### src/rtl/approx_fp_mul_pipe.sv
// rtl/approx_fp_mul_pipe.sv - pipelined approximate FP multiplier (3 stages, RNE, valid/ready)
// Define APPROX_FP_MUL_EXACT_EN to use full-width significands (correctly rounded product).
module approx_fp_mul_pipe #(
   parameter int EW   = 8,
   parameter int MW   = 23,
   parameter int KEEP = 12
) (
   input  logic             clk,
   input  logic             rst,
   input  logic             in_valid,
   output logic             in_ready,
   input  logic [EW+MW:0]   a,
   input  logic [EW+MW:0]   b,
   output logic             out_valid,
   input  logic             out_ready,
   output logic [EW+MW:0]   y,
   output logic             ovf,
   output logic             unf
);

`ifdef APPROX_FP_MUL_EXACT_EN
   localparam int K = MW;
`else
   localparam int K = KEEP;
`endif
   localparam int N   = 1 + EW + MW;
   localparam int SW  = K + 1;
   localparam int PW  = 2 * K + 2;
   localparam int FW  = 2 * K + 1;
   localparam int EXW = EW + 2;

   localparam logic [EXW-1:0] BIAS = EXW'((1 << (EW - 1)) - 1);
   localparam logic [EXW-1:0] EMAX = EXW'((1 << EW) - 1);
   localparam logic [EW-1:0]  EXP_ONES = '1;
   localparam logic [N-1:0]   QNAN = {1'b0, {EW{1'b1}}, 1'b1, {(MW-1){1'b0}}};

   localparam logic [1:0] C_NORM = 2'd0;
   localparam logic [1:0] C_ZERO = 2'd1;
   localparam logic [1:0] C_INF  = 2'd2;
   localparam logic [1:0] C_NAN  = 2'd3;

   logic adv;

   // ---------------- unpack and classify ----------------
   logic          a_sign, b_sign;
   logic [EW-1:0] a_exp, b_exp;
   logic [MW-1:0] a_frac, b_frac;
   logic          a_nan, b_nan, a_inf, b_inf, a_zero, b_zero;
   logic [1:0]    cls_d;

   assign a_sign = a[N-1];
   assign b_sign = b[N-1];
   assign a_exp  = a[N-2 -: EW];
   assign b_exp  = b[N-2 -: EW];
   assign a_frac = a[MW-1:0];
   assign b_frac = b[MW-1:0];

   assign a_nan  = (a_exp == EXP_ONES) && (a_frac != '0);
   assign b_nan  = (b_exp == EXP_ONES) && (b_frac != '0);
   assign a_inf  = (a_exp == EXP_ONES) && (a_frac == '0);
   assign b_inf  = (b_exp == EXP_ONES) && (b_frac == '0);
   assign a_zero = (a_exp == '0);
   assign b_zero = (b_exp == '0);

   // Denormals count as zero here, so inf*denormal is also NaN.
   always_comb begin
      cls_d = C_NORM;
      if (a_nan || b_nan || (a_inf && b_zero) || (b_inf && a_zero))
         cls_d = C_NAN;
      else if (a_inf || b_inf)
         cls_d = C_INF;
      else if (a_zero || b_zero)
         cls_d = C_ZERO;
   end

   // ---------------- stage 1 registers ----------------
   logic          s1_valid_q, s1_sign_q;
   logic [1:0]    s1_cls_q;
   logic [EW-1:0] s1_ea_q, s1_eb_q;
   logic [SW-1:0] s1_sa_q, s1_sb_q;
   logic [SW-1:0] sa_d, sb_d;

   assign sa_d = {1'b1, a_frac[MW-1 -: K]};
   assign sb_d = {1'b1, b_frac[MW-1 -: K]};

   always_ff @(posedge clk or posedge rst) begin
      if (rst) begin
         s1_valid_q <= 1'b0;
         s1_sign_q  <= 1'b0;
         s1_cls_q   <= C_NORM;
         s1_ea_q    <= '0;
         s1_eb_q    <= '0;
         s1_sa_q    <= '0;
         s1_sb_q    <= '0;
      end else if (adv) begin
         s1_valid_q <= in_valid;
         s1_sign_q  <= a_sign ^ b_sign;
         s1_cls_q   <= cls_d;
         s1_ea_q    <= a_exp;
         s1_eb_q    <= b_exp;
         s1_sa_q    <= sa_d;
         s1_sb_q    <= sb_d;
      end
   end

   // ---------------- stage 2: significand multiply ----------------
   logic           s2_valid_q, s2_sign_q;
   logic [1:0]     s2_cls_q;
   logic [EXW-1:0] s2_esum_q, s2_esum_d;
   logic [PW-1:0]  s2_p_q, s2_p_d;

   assign s2_p_d    = PW'(s1_sa_q) * PW'(s1_sb_q);
   assign s2_esum_d = EXW'(s1_ea_q) + EXW'(s1_eb_q) - BIAS;

   always_ff @(posedge clk or posedge rst) begin
      if (rst) begin
         s2_valid_q <= 1'b0;
         s2_sign_q  <= 1'b0;
         s2_cls_q   <= C_NORM;
         s2_esum_q  <= '0;
         s2_p_q     <= '0;
      end else if (adv) begin
         s2_valid_q <= s1_valid_q;
         s2_sign_q  <= s1_sign_q;
         s2_cls_q   <= s1_cls_q;
         s2_esum_q  <= s2_esum_d;
         s2_p_q     <= s2_p_d;
      end
   end

   // ---------------- stage 3: normalise, round, pack ----------------
   logic          norm;
   logic [FW-1:0] f;
   logic [MW-1:0] frac_r;
   logic          rc;

   assign norm = s2_p_q[PW-1];
   assign f    = norm ? s2_p_q[FW-1:0] : {s2_p_q[FW-2:0], 1'b0};

   generate
      if (FW > MW) begin : g_round
         logic [MW-1:0] frac_t;
         logic [MW:0]   rnd;
         logic          g_bit, st_bit, inc;
         assign frac_t = f[FW-1 -: MW];
         assign g_bit  = f[FW-1-MW];
         if (FW - 1 - MW > 0) begin : g_sticky
            assign st_bit = |f[FW-2-MW:0];
         end else begin : g_nosticky
            assign st_bit = 1'b0;
         end
         assign inc    = g_bit && (frac_t[0] || st_bit);
         assign rnd    = {1'b0, frac_t} + (MW+1)'(inc);
         assign frac_r = rnd[MW-1:0];
         assign rc     = rnd[MW];
      end else begin : g_pad
         assign frac_r = MW'(f) << (MW - FW);
         assign rc     = 1'b0;
      end
   endgenerate

   logic [EXW-1:0] e_fin;
   logic [N-1:0]   y_d, y_q;
   logic           ovf_d, unf_d, ovf_q, unf_q, out_valid_q;

   assign e_fin = s2_esum_q + EXW'(norm) + EXW'(rc);

   always_comb begin
      y_d   = '0;
      ovf_d = 1'b0;
      unf_d = 1'b0;
      case (s2_cls_q)
         C_NAN:  y_d = QNAN;
         C_INF:  y_d = {s2_sign_q, EXP_ONES, {MW{1'b0}}};
         C_ZERO: y_d = {s2_sign_q, {EW{1'b0}}, {MW{1'b0}}};
         default: begin
            if ($signed(e_fin) >= $signed(EMAX)) begin
               y_d   = {s2_sign_q, EXP_ONES, {MW{1'b0}}};
               ovf_d = 1'b1;
            end else if ($signed(e_fin) <= $signed(EXW'(0))) begin
               y_d   = {s2_sign_q, {EW{1'b0}}, {MW{1'b0}}};
               unf_d = 1'b1;
            end else begin
               y_d   = {s2_sign_q, e_fin[EW-1:0], frac_r};
            end
         end
      endcase
   end

   always_ff @(posedge clk or posedge rst) begin
      if (rst) begin
         out_valid_q <= 1'b0;
         y_q         <= '0;
         ovf_q       <= 1'b0;
         unf_q       <= 1'b0;
      end else if (adv) begin
         out_valid_q <= s2_valid_q;
         y_q         <= y_d;
         ovf_q       <= ovf_d;
         unf_q       <= unf_d;
      end
   end

   // One enable for the whole pipe: everything moves only when the output slot frees.
   assign adv       = !out_valid_q || out_ready;
   assign in_ready  = adv;
   assign out_valid = out_valid_q;
   assign y         = y_q;
   assign ovf       = ovf_q;
   assign unf       = unf_q;

endmodule

### config.mk
export PLATFORM = sky130hd
export DESIGN_NAME = approx_fp_mul_pipe
export DESIGN_NICKNAME = d
export VERILOG_FILES = /design/src/rtl/approx_fp_mul_pipe.sv
export SDC_FILE = /design/constraint.sdc
export NUM_CORES = 1
export LEC_CHECK = 0
export ABC_AREA = 1
export BUFFER_PORTS_ARGS = -buffer_cell sky130_fd_sc_hd__buf_2
export CAP_MARGIN = 10
export CORE_ASPECT_RATIO = 1.5
export CORE_MARGIN = 4
export CORE_UTILIZATION = 25
export DETAILED_ROUTE_END_ITERATION = 6
export HOLD_SLACK_MARGIN = 0.15
export PLACE_DENSITY = 0.38
export SLEW_MARGIN = 20
export SYNTH_ARGS = -nofsm -noshare
export SYNTH_HDL_FRONTEND = slang
export SYNTH_SLANG_ARGS = --single-unit
### constraint.sdc
create_clock -name clk -period 10.6 [get_ports clk]
set_clock_uncertainty 0.1 [all_clocks]
set_input_delay 1.06 -clock clk [delete_from_list [all_inputs] [get_ports clk]]
set_output_delay 1.06 -clock clk [all_outputs]
set_load 0.03 [all_outputs]
==> impl_metrics.py <==
metrics = {
    "setup_path": {
        "worstPathRequired_ns": 10.78,
        "crit_arrival_ns": 5.98,
        "critPathMaxStageDelay_ns": 0.96,
        "cpMaxStageDelayCell": "dfrtp_1",
        "worstSetupStartpointType": "flip-flop",
        "critical_path_buf_inv_count": 5,
        "worst_setup_path_end_kind": "flip-flop",
        "critPathMaxFanout": 26,
        "crit_chain": "nand2_1 > inv_1 > fa_1 > inv_1 > fa_1 > fa_1 > inv_1 > fa_1 > inv_1 > fa_1 > inv_1 > ha_1 > nand2_1 > nor4_1 > nand4_1 > nand3_1 > nand2_1 > nand3_1 > o21ai_0",
        "crit_family": "adder cells",
        "r2r_slack_ns": 4.80,
        "worstSetupPathType": "reg -> reg",
    },
    "cells_and_area": {
        "area_growth_syn_to_layout_pct": 13.6,
        "fin_area_um2": 14200,
        "fill_cells": 5595,
        "layout-drive-gt1-share": 0.0980,
        "antenna_cells": 0,
        "layout.nets": 2052,
    },
    "global_route": {
        "grt.overflow.total": 0,
        "first_global_vias": 11000,
        "grt_usage": 0.137,
        "grt_max_degree": 76,
        "grt_pass1_wl_um": 58800,
        "grt_antenna_before_repair": 0,
    },
    "die": {
        "dieHeight_um": 282,
        "die-area_um2": 53600,
        "std_cell_rows": 100,
        "die_x_um": 190,
        "start_util": 0.252,
        "pin_count": 104,
        "core_area_um2": 49500,
    },
    "timing": {
        "min_period_ns": 5.80,
        "min_period_over_period": 0.547,
        "slew_viol_final": 0,
        "rsz0062_at_grt": "false",
        "tightest_slew_ns": 0.950,
        "fin_ws_ns": 4.80,
        "max_freq_mhz": 172,
        "maxSlewHeadroom": 0.366,
        "setup_viol": 0,
        "tns_ns": 0,
        "finalHoldViolations": 0,
    },
    "logic_synthesis": {
        "synthesis.nets": 1983,
        "ys_seq_elements": 120,
        "synthTopCellsByArea": "dfrtp_1 24%, fa_1 20%, nand2_1 16%",
        "synth.distinct_cells": 42,
        "synth_ff_type": "dfrtp_1",
        "synth_area_per_cell_um2": 7.33,
        "ys_warn_count": 0,
        "syn_inst": 1704,
        "synth_top_area_share": 0.241,
        "yosysTopAreaCell": "dfrtp_1",
        "netlist_area_um2": 12500,
        "async_reset_ff_frac": 1.00,
        "synth_commonest_cells": "526 x nand2_1, 364 x inv_1, 123 x fa_1, 120 x dfrtp_1, 103 x o21ai_0",
        "synth_most_common_cell": "nand2_1",
        "synth-edff-count": 0,
        "ys_seq_area_frac": 0.241,
    },
    "detailed_routing": {
        "drt_iter0_markers": 524,
        "wl_met2_um": 18900,
        "wl_met1_um": 15200,
        "wl_per_cell_um": 14.6,
        "dr.pass1.iters": 4,
        "ant_nets": 0,
        "dr_wl_met3_um": 765,
        "highest_layer": "met4",
        "wl_um": 35600,
        "drc": 0,
        "viasPerCell": 4.24,
        "vias": 10400,
    },
    "clock_tree": {
        "cts_buffers": 17,
        "clock-sinks": 120,
        "htreeDepth": 4,
        "post_cts_buffers": 0,
        "hold_buffers": 0,
        "clock_latency_ns": 0.43,
        "cts_tree": "yes",
        "clk_pin_slew_worst_paths_ns": 0.06,
        "cts.path.max_buffers": 2,
        "cts_root_buf": "clkbuf_16",
        "cts_resized": 0,
    },
    "min_path": {
        "hold_path.class": "reg -> reg",
    },
    "outcome": {
        "status": "complete, no violations",
    },
    "placement": {
        "dp_hpwl_um": 28900,
        "dp_slack_ns": 4.78,
        "port_buffers": 103,
        "placed_area_um2": 13600,
        "gp_congestion": 0.837,
    },
    "job": {
        "cap_viol_max_count": 0,
    },
}
final cells by class:
type	instances	area [um^2]	area share
Timing Repair Buffer	109	561	0.0395
Tap cell	663	830	0.0585
Clock buffer	19	453	0.0319
Inverter	365	1370	0.0968
Multi-Input combinational cell	1160	7870	0.555
Clock inverter	12	96.3	0.00679
Sequential cell	120	3000	0.212
routing by layer:
layer	up-vias	GRT usage
li1	5300	-
met1	4912	0.165
met2	119	0.256
met3	38	0.0165
met4	0	0.0422
met5	-	0
worst reg2reg max path, stage by stage (launching register included):
cell	delay, ns
dfrtp_1	0.96
nand2_1	0.19
inv_1	0.13
fa_1	0.39
inv_1	0.09
fa_1	0.42
fa_1	0.55
inv_1	0.06
fa_1	0.53
inv_1	0.05
fa_1	0.52
inv_1	0.04
ha_1	0.36
nand2_1	0.14
nor4_1	0.43
nand4_1	0.30
nand3_1	0.15
nand2_1	0.06
nand3_1	0.09
o21ai_0	0.09
cell families after synthesis:
kind of cell    after synthesis  share of synthesized area
flops                       120                      0.241
simple gates                739                      0.244
compound gates              187                     0.0820
fa+ha+maj                   211                      0.285
buf+inv                     424                      0.130
xor+xnor                     23                     0.0176
registers in the layout, indices dropped and copies added, names as in the netlist:
signal and flops:
y 32, s2_p_q 26, s1_sa_q 13, s1_sb_q 12
s2_esum_q 10, s1_ea_q 8, s1_eb_q 8, s1_cls_q 2
s2_cls_q 2, out_valid 1, ovf 1, s1_sign_q 1
s1_valid_q 1, s2_sign_q 1, s2_valid_q 1, unf 1
path summary, 6_finish.rpt:
kind                             startpoint    endpoint  cells past startpoint
worst max-delay path            s1_sa_q[12]  s2_p_q[23]                     19
worst min-delay path                  y[31]       y[31]                      2
worst max register to register  s1_sa_q[12]  s2_p_q[23]                     19
worst min register to register        y[31]       y[31]                      2
max in group asynchronous               rst  s1_sa_q[9]                      4
min in group asynchronous               rst       y[21]                      2
placed cells by master, fill, tap and decap left out, drive strengths merged, types with 9 or more instances in the layout:
master | synthesis | routed
nand2 | 530 | 530
inv | 365 | 367
o21ai | 125 | 125
fa | 123 | 123
dfrtp | 120 | 120
buf | 12 | 109
nor2 | 105 | 105
ha | 88 | 88
nand3 | 49 | 49
a21oi | 40 | 40
nand4 | 24 | 24
clkbuf | 47 | 19
xor2 | 18 | 18
nor4 | 9 | 9
per-stage QoR:
stage | instances | hold WS (ns) | util
finish | 2448 | 0.376 | 0.286
global route | 2448 | 0.394 | 0.286
CTS | 2448 | 0.380 | 0.286
detailed placement | 2417 | 0.362 | 0.275
global placement | 2417 | 0.360 | 0.275
floorplan | 1704 | 0.340 | -
Power is not shown: default switching activity piles up to over one toggle a cycle in this logic, so the estimate is an artifact.
